==> src/rtl/mdu.sv <==
// mdu: iterative radix-2 multiply/divide unit with HI/LO registers.
// Optional MDU_DIV0_FLAG_EN: divide by zero completes at once, sets sticky div0.
module mdu #(
    parameter int WIDTH = 32
) (
    input  logic             clk,
    input  logic             rst,
    input  logic             start,
    input  logic [2:0]       op,
    input  logic [WIDTH-1:0] a,
    input  logic [WIDTH-1:0] b,
    output logic             busy,
    output logic             done,
    output logic [WIDTH-1:0] hi,
    output logic [WIDTH-1:0] lo,
    output logic             div0
);

    localparam int CW = $clog2(WIDTH);

    typedef enum logic {IDLE, RUN} state_t;

    state_t state, nstate;

    logic [CW-1:0]      cnt;
    logic               last;
    logic               is_div;
    logic               neg_q;
    logic               neg_r;
    logic [WIDTH-1:0]   d;
    logic [WIDTH-1:0]   mq;
    logic [WIDTH-1:0]   mq_n;
    logic [WIDTH:0]     acc;
    logic [WIDTH:0]     acc_n;
    logic [WIDTH:0]     sum;
    logic [WIDTH:0]     shifted;
    logic [WIDTH:0]     diff;
    logic               accept;
    logic               go;
    logic               mt;
    logic               a_neg;
    logic               b_neg;
    logic [WIDTH-1:0]   abs_a;
    logic [WIDTH-1:0]   abs_b;
    logic [2*WIDTH-1:0] prod;
    logic [2*WIDTH-1:0] prod_f;
    logic [WIDTH-1:0]   quot_f;
    logic [WIDTH-1:0]   rem_f;

    assign accept = start && (state == IDLE) && !op[2];
    assign mt     = start && (state == IDLE) && (op[2:1] == 2'b10);

`ifdef MDU_DIV0_FLAG_EN
    logic dz;
    assign dz = op[1] && (b == '0);
    assign go = accept && !dz;
`else
    assign go   = accept;
    assign div0 = 1'b0;
`endif

    // op[0]==0 selects the signed variants (MULT, DIV)
    assign a_neg = !op[0] && a[WIDTH-1];
    assign b_neg = !op[0] && b[WIDTH-1];
    assign abs_a = a_neg ? -a : a;
    assign abs_b = b_neg ? -b : b;

    assign last = (state == RUN) && (cnt == CW'(WIDTH - 1));

    // state register
    always_ff @(posedge clk or posedge rst) begin
        if (rst) state <= IDLE;
        else     state <= nstate;
    end

    // next-state logic
    always_comb begin
        nstate = state;
        unique case (state)
            IDLE: if (go)   nstate = RUN;
            RUN:  if (last) nstate = IDLE;
            default:        nstate = IDLE;
        endcase
    end

    // FSM outputs
    always_comb begin
        busy = (state == RUN);
    end

    // one iteration: shift-add for mult, restoring subtract for div
    always_comb begin
        acc_n   = acc;
        mq_n    = mq;
        sum     = '0;
        shifted = '0;
        diff    = '0;
        if (is_div) begin
            shifted = {acc[WIDTH-1:0], mq[WIDTH-1]};
            diff    = shifted - {1'b0, d};
            if (shifted >= {1'b0, d}) begin
                acc_n = diff;
                mq_n  = {mq[WIDTH-2:0], 1'b1};
            end else begin
                acc_n = shifted;
                mq_n  = {mq[WIDTH-2:0], 1'b0};
            end
        end else begin
            sum   = mq[0] ? acc + {1'b0, d} : acc;
            acc_n = {1'b0, sum[WIDTH:1]};
            mq_n  = {sum[0], mq[WIDTH-1:1]};
        end
    end

    // sign fixup on the magnitude results of the final iteration
    assign prod   = {acc_n[WIDTH-1:0], mq_n};
    assign prod_f = neg_q ? -prod : prod;
    assign quot_f = neg_q ? -mq_n : mq_n;
    assign rem_f  = neg_r ? -acc_n[WIDTH-1:0] : acc_n[WIDTH-1:0];

    // datapath, HI/LO and completion pulse
    always_ff @(posedge clk or posedge rst) begin
        if (rst) begin
            hi     <= '0;
            lo     <= '0;
            done   <= 1'b0;
            cnt    <= '0;
            is_div <= 1'b0;
            neg_q  <= 1'b0;
            neg_r  <= 1'b0;
            d      <= '0;
            acc    <= '0;
            mq     <= '0;
`ifdef MDU_DIV0_FLAG_EN
            div0   <= 1'b0;
`endif
        end else begin
            done <= 1'b0;
            if (go) begin
                is_div <= op[1];
                neg_q  <= a_neg ^ b_neg;
                neg_r  <= a_neg;
                d      <= abs_b;
                acc    <= '0;
                mq     <= abs_a;
                cnt    <= '0;
            end else if (mt) begin
                if (op[0]) lo <= a;
                else       hi <= a;
`ifdef MDU_DIV0_FLAG_EN
            end else if (accept) begin
                done <= 1'b1;
                div0 <= 1'b1;
`endif
            end else if (state == RUN) begin
                acc <= acc_n;
                mq  <= mq_n;
                cnt <= cnt + 1'b1;
                if (last) begin
                    done <= 1'b1;
                    if (is_div) begin
                        hi <= rem_f;
                        lo <= quot_f;
                    end else begin
                        {hi, lo} <= prod_f;
                    end
                end
            end
        end
    end

endmodule

==> config.mk <==
export PLATFORM = sky130hd
export DESIGN_NAME = mdu
export DESIGN_NICKNAME = d
export VERILOG_FILES = /design/src/rtl/mdu.sv
export SDC_FILE = /design/constraint.sdc
export NUM_CORES = 1
export LEC_CHECK = 0
export BUFFER_PORTS_ARGS = -buffer_cell sky130_fd_sc_hd__buf_2
export CAP_MARGIN = 5
export CORE_MARGIN = 4
export CORE_UTILIZATION = 50
export DETAILED_ROUTE_END_ITERATION = 8
export GPL_TIMING_DRIVEN = 1
export PLACE_DENSITY = 0.78
export SYNTH_ARGS = -nofsm -noshare
export SYNTH_HDL_FRONTEND = slang
export SYNTH_SLANG_ARGS = --single-unit
==> constraint.sdc <==
create_clock -name clk -period 7.05 [get_ports clk]
set_input_delay 1.0575 -clock clk [delete_from_list [all_inputs] [get_ports clk]]
set_output_delay 1.0575 -clock clk [all_outputs]
set_load 0.05 [all_outputs]
==> results.md <==
- For met1 alone, demand over resource in global routing was 48.07%.
- The number of synthesized register bits is around 170.
- The top flip-flop cell by instance count after synthesis is sky130_fd_sc_hd__dfrtp_1.
- The average wire per cell in the routed design is 22.76 microns.
- The number of flops mapped to enable cells by yosys is 0.
- The tree built by TritonCTS fans out to 171 sinks.
- For the pin with the worst max-slew slack, the measured transition is 1.200 ns.
- The clock latency of the later-clocked register in the worst-skew pair is between 0.4 and 0.5 ns.
- The number of max-slew violations in the final report came to 0.
- The capturing instance or port of the critical path is hi[16]$_DFFE_PP0P_.
- For met3 alone, demand over resource in global routing was 5.316%.
- Dividing the synthesized area by the synthesized cell count gives around 7.6 sq um.
- The number of global-route vias before repair is between 15000 and 20000.
- The part of the Yosys area used for sequential elements is between 20 and 30%.
- The final route contains between 15000 and 20000 vias.
- The number of primary I/O pins is 137.
- The via density per instance is 6.615.
- Across the run, the number of max-cap violations was 0.
- Measured against its own limit, the worst slew margin works out to 19.81%.
- The number of design rule violations left after detail routing is 0.
- The overall track demand over capacity in global routing is 32.93%.
- The synthesized netlist cell count is 2085.
- The setup skew after layout is approximately 0.022 ns.
- The number of setup buffers added after CTS is 0.
- The net count of the finished layout is around 2300.
- The CTS tree is done.
- In this run the critical register-to-register path is captured at hi[16]$_DFFE_PP0P_.
- The setup TNS is 0 ns.
- The worst reg2reg path depth is 20.
- The highest clock frequency the design can meet is 169.0 MHz.
- The number of antenna violations at the first check in global routing came to 0.
- The die covers 34590 sq um.
- The minimum clock period is 5.916 ns.
- The worst setup path is captured at a flip-flop.
- The count of nets left with antenna violations once routing finished came out at 0.
- The post-synthesis instance area is 15840 sq um.
- The clock tree synthesis step divided the H-tree into 4 levels.
- The DRC violation total after the first TritonRoute iteration is 2228.
- The most critical setup path has its startpoint at d[8]$_DFFE_PP0P_.
- The number of buffers added by the clock tree synthesis step is 17.
- In this run the worst path has a maximum fanout of 13.
- The critical path startpoint category is a flip-flop.
- The count of TritonRoute iterations in the first routing pass is 6.
- The run finished with clean final reports.
- The global routing's busiest layer is met2.
- The setup slack after layout is 1.134 ns.
- Buffers placed on the I/O ports in this run total 135.
- The root buffer cell chosen for the clock tree is sky130_fd_sc_hd__clkbuf_16.
- The floorplan has 64 rows.
- Entering global routing, the biggest net connects 86 pins.
- The sum of overflow across all layers after global routing is 0.
- When the netlist entered floorplanning its net count stood at between 2000 and 2500.
- The reg-to-reg startpoint is d[8]$_DFFE_PP0P_.
- Timing analysis after detailed placement gives a worst setup slack of 1.271 ns.
- The final estimated routing congestion in global placement is between 0.9 and 1.
- The number of endpoints failing setup at the final stage is 0.
- The fraction of final layout cells sized beyond drive strength 1 is roughly 13%.
- Setup repair after global routing left no endpoint under its margin.
- The worst register-to-register path has a setup slack of about 1.1 ns.
- Once detailed placement completed, the half-perimeter wirelength came to 43.31 mm.
- For this block, the routed nets add up to 57.96 mm of wire.
- The standard cell core area is 30910 sq um.
- The worst-case clock buffer depth is 2.
- The die span in y is 186.0 microns.
- The first global-routing pass estimated 89.24 mm of wire.
- The die is about 190 microns wide.
- The area growth from synthesis to layout is 9.480%.
- In the finished design, the share of the clock period the worst path needs comes to 83.92%.
- The post-CTS clock slew at the launch and capture registers of the worst setup and hold paths is 0.09 ns.
- The area taken by flip-flops and latches is 4287 sq um.
- The filler cell count in the final layout is 2905.
- After synthesis, the share of flip-flops with an asynchronous set or reset is 100.0%.
- The global routing usage on met2 is 49.11%.
- The number of cells upsized or downsized after cts is 0.
- The synthesized netlist contains 106 unique library cells.
- The cts-stage hold buffer count is 0.
- The data arrival at the endpoint of the critical path is 6.35 ns.
- In the final layout, the multi-input gates occupy ~11000 sq um.
- The worst setup path is of the flip-flop to flip-flop kind.
- The number of hold violations in the final report is 0.
- The required time reported for the critical path endpoint is 7.48 ns.
- The initial standard-cell utilization of the core is approximately 51%.
- The repair_antennas step left the layout with diodes totalling 0.
- The class of the tightest hold or removal check is flip-flop to flip-flop.
- The Yosys step of the flow raised 0 warnings.
==> worst max-delay path, cell delays in order, from the launching register on <==
cell                       delay (ns)
sky130_fd_sc_hd__dfrtp_1         0.40
sky130_fd_sc_hd__inv_1           0.06
sky130_fd_sc_hd__ha_1            0.41
sky130_fd_sc_hd__a21oi_2         0.20
sky130_fd_sc_hd__o21ai_1         0.19
sky130_fd_sc_hd__a221oi_4        0.46
sky130_fd_sc_hd__a21bo_2         0.43
sky130_fd_sc_hd__a31oi_1         0.30
sky130_fd_sc_hd__inv_1           0.13
sky130_fd_sc_hd__ha_1            0.21
sky130_fd_sc_hd__o211ai_2        0.13
sky130_fd_sc_hd__or4_4           0.52
sky130_fd_sc_hd__or4_4           0.56
sky130_fd_sc_hd__or3_4           0.37
sky130_fd_sc_hd__or3_1           0.56
sky130_fd_sc_hd__nand2_8         0.21
sky130_fd_sc_hd__nand3_1         0.08
sky130_fd_sc_hd__nor2_1          0.10
sky130_fd_sc_hd__a21oi_1         0.09
sky130_fd_sc_hd__or3_1           0.34
sky130_fd_sc_hd__nand4_1         0.09
==> layout make-up <==
cell class | instances | share of cell area [%]
well taps | 396 | 2.858
clock inverters | 15 | 1.248
clock buffers | 17 | 2.453
inverters | 70 | 1.544
repair buffers | 161 | 5.022
flip-flops and latches | 171 | 24.72
multi-input cells | 1717 | 62.15
==> metal layers <==
metal / vias up / wire [microns]
li1: 7658 / -
met1: 8024 / 24680
met2: 1011 / 25170
met3: 155 / 5659
met4: 0 / 2451
met5: - / 0
==> through the flow <==
stage	hold slack, ns	area (sq um)	utilization [%]	std cells
2_1_floorplan	0.4431	15840	-	2085
3_3_place_gp	0.4534	16700	54.02	2515
3_5_place_dp	0.4690	16700	54.02	2515
4_1_cts	0.4886	17340	56.10	2547
5_1_grt	0.4961	17340	56.10	2547
6_report	0.4835	17340	56.10	2547
==> cell usage in the layout, fill, tap and decap left out, types with 16 or more instances in the layout <==
master,n
sky130_fd_sc_hd__ha_1,70
sky130_fd_sc_hd__dfrtp_1,169
sky130_fd_sc_hd__nor2b_1,17
sky130_fd_sc_hd__a31oi_1,44
sky130_fd_sc_hd__nand4_1,26
sky130_fd_sc_hd__buf_4,26
sky130_fd_sc_hd__nand3_1,35
sky130_fd_sc_hd__xor2_1,67
sky130_fd_sc_hd__clkbuf_16,17
sky130_fd_sc_hd__or3_1,31
sky130_fd_sc_hd__nand2_1,300
sky130_fd_sc_hd__a211oi_1,19
sky130_fd_sc_hd__mux2_2,16
sky130_fd_sc_hd__nor2_1,182
sky130_fd_sc_hd__inv_1,67
sky130_fd_sc_hd__mux2i_1,53
sky130_fd_sc_hd__a21o_1,26
sky130_fd_sc_hd__o31ai_1,29
sky130_fd_sc_hd__xnor2_1,72
sky130_fd_sc_hd__nand2b_1,17
sky130_fd_sc_hd__o21ai_0,190
sky130_fd_sc_hd__nor4_1,18
sky130_fd_sc_hd__buf_2,135
sky130_fd_sc_hd__o211ai_1,20
sky130_fd_sc_hd__a21oi_1,199
sky130_fd_sc_hd__nor3_1,54
==> flip-flops by register name, indices dropped and copies added (netlist names), 5 cells and up <==
name / count
cnt: 5
acc: 33
hi: 32
d: 32
mq: 32
lo: 32
==> worst min path at each step <==
stage | startpoint | end | slack (ns) | cells past startpoint
2_1_floorplan | cnt[3]$_DFFE_PP0P_ | cnt[3]$_DFFE_PP0P_ | 0.44 | 1
3_5_place_dp | hi[2]$_DFFE_PP0P_ | hi[2]$_DFFE_PP0P_ | 0.47 | 2
4_1_cts | hi[2]$_DFFE_PP0P_ | hi[2]$_DFFE_PP0P_ | 0.49 | 2
5_1_grt | cnt[3]$_DFFE_PP0P_ | cnt[3]$_DFFE_PP0P_ | 0.50 | 1
6_report | cnt[3]$_DFFE_PP0P_ | cnt[3]$_DFFE_PP0P_ | 0.48 | 1
3_3_place_gp | cnt[3]$_DFFE_PP0P_ | cnt[3]$_DFFE_PP0P_ | 0.45 | 1
==> Yosys cell counts (7+ instances only) <==
| cell | n | area (sq um) |
|---|---|---|
| sky130_fd_sc_hd__nand2_1 | 301 | 1130 |
| sky130_fd_sc_hd__a21oi_1 | 199 | 996.0 |
| sky130_fd_sc_hd__o21ai_0 | 191 | 955.9 |
| sky130_fd_sc_hd__nor2_1 | 183 | 686.9 |
| sky130_fd_sc_hd__dfrtp_1 | 171 | 4279 |
| sky130_fd_sc_hd__clkbuf_1 | 82 | 307.8 |
| sky130_fd_sc_hd__xnor2_1 | 72 | 630.6 |
| sky130_fd_sc_hd__ha_1 | 70 | 875.8 |
| sky130_fd_sc_hd__inv_1 | 68 | 255.2 |
| sky130_fd_sc_hd__xor2_1 | 67 | 586.8 |
| sky130_fd_sc_hd__nor3_1 | 54 | 270.3 |
| sky130_fd_sc_hd__mux2i_1 | 53 | 530.5 |
| sky130_fd_sc_hd__a31oi_1 | 44 | 275.3 |
| sky130_fd_sc_hd__nand3_1 | 35 | 175.2 |
| sky130_fd_sc_hd__or3_1 | 31 | 193.9 |
| sky130_fd_sc_hd__o31ai_1 | 29 | 217.7 |
| sky130_fd_sc_hd__a21o_1 | 26 | 195.2 |
| sky130_fd_sc_hd__nand4_1 | 26 | 162.7 |
| sky130_fd_sc_hd__buf_2 | 22 | 110.1 |
| sky130_fd_sc_hd__o211ai_1 | 20 | 150.1 |
| sky130_fd_sc_hd__a211oi_1 | 19 | 142.6 |
| sky130_fd_sc_hd__nand2b_1 | 19 | 118.9 |
| sky130_fd_sc_hd__nor4_1 | 18 | 112.6 |
| sky130_fd_sc_hd__nor2b_1 | 17 | 106.4 |
| sky130_fd_sc_hd__mux2_2 | 16 | 180.2 |
| sky130_fd_sc_hd__buf_1 | 15 | 56.30 |
| sky130_fd_sc_hd__o21ai_1 | 14 | 70.07 |
| sky130_fd_sc_hd__and3_1 | 13 | 81.33 |
| sky130_fd_sc_hd__o221ai_1 | 12 | 105.1 |
| sky130_fd_sc_hd__o21a_1 | 10 | 75.07 |
| sky130_fd_sc_hd__a211o_1 | 8 | 70.07 |
| sky130_fd_sc_hd__a22oi_1 | 8 | 60.06 |
| sky130_fd_sc_hd__o21bai_1 | 8 | 60.06 |
| sky130_fd_sc_hd__a21boi_0 | 7 | 52.55 |
| sky130_fd_sc_hd__and2_1 | 7 | 43.79 |
==> logic make-up (layout without fill, tap and decap cells) <==
family                     count (synthesis)  in the layout  share of synthesized area [%]
buffers and inverters                    197            263                          5.159
AOI/OAI and AO/OA                        676            676                          26.89
muxes                                     69             69                          4.487
and+or+nand+nor                          760            760                          22.95
xor gates and xnor gates                 139            139                          7.687
other                                      1              1                        0.02368
DFF                                      171            171                          27.02
adders and majority gates                 72             72                          5.783
Power is not shown: default switching activity piles up to over one toggle a cycle in this logic, so the estimate is an artifact.
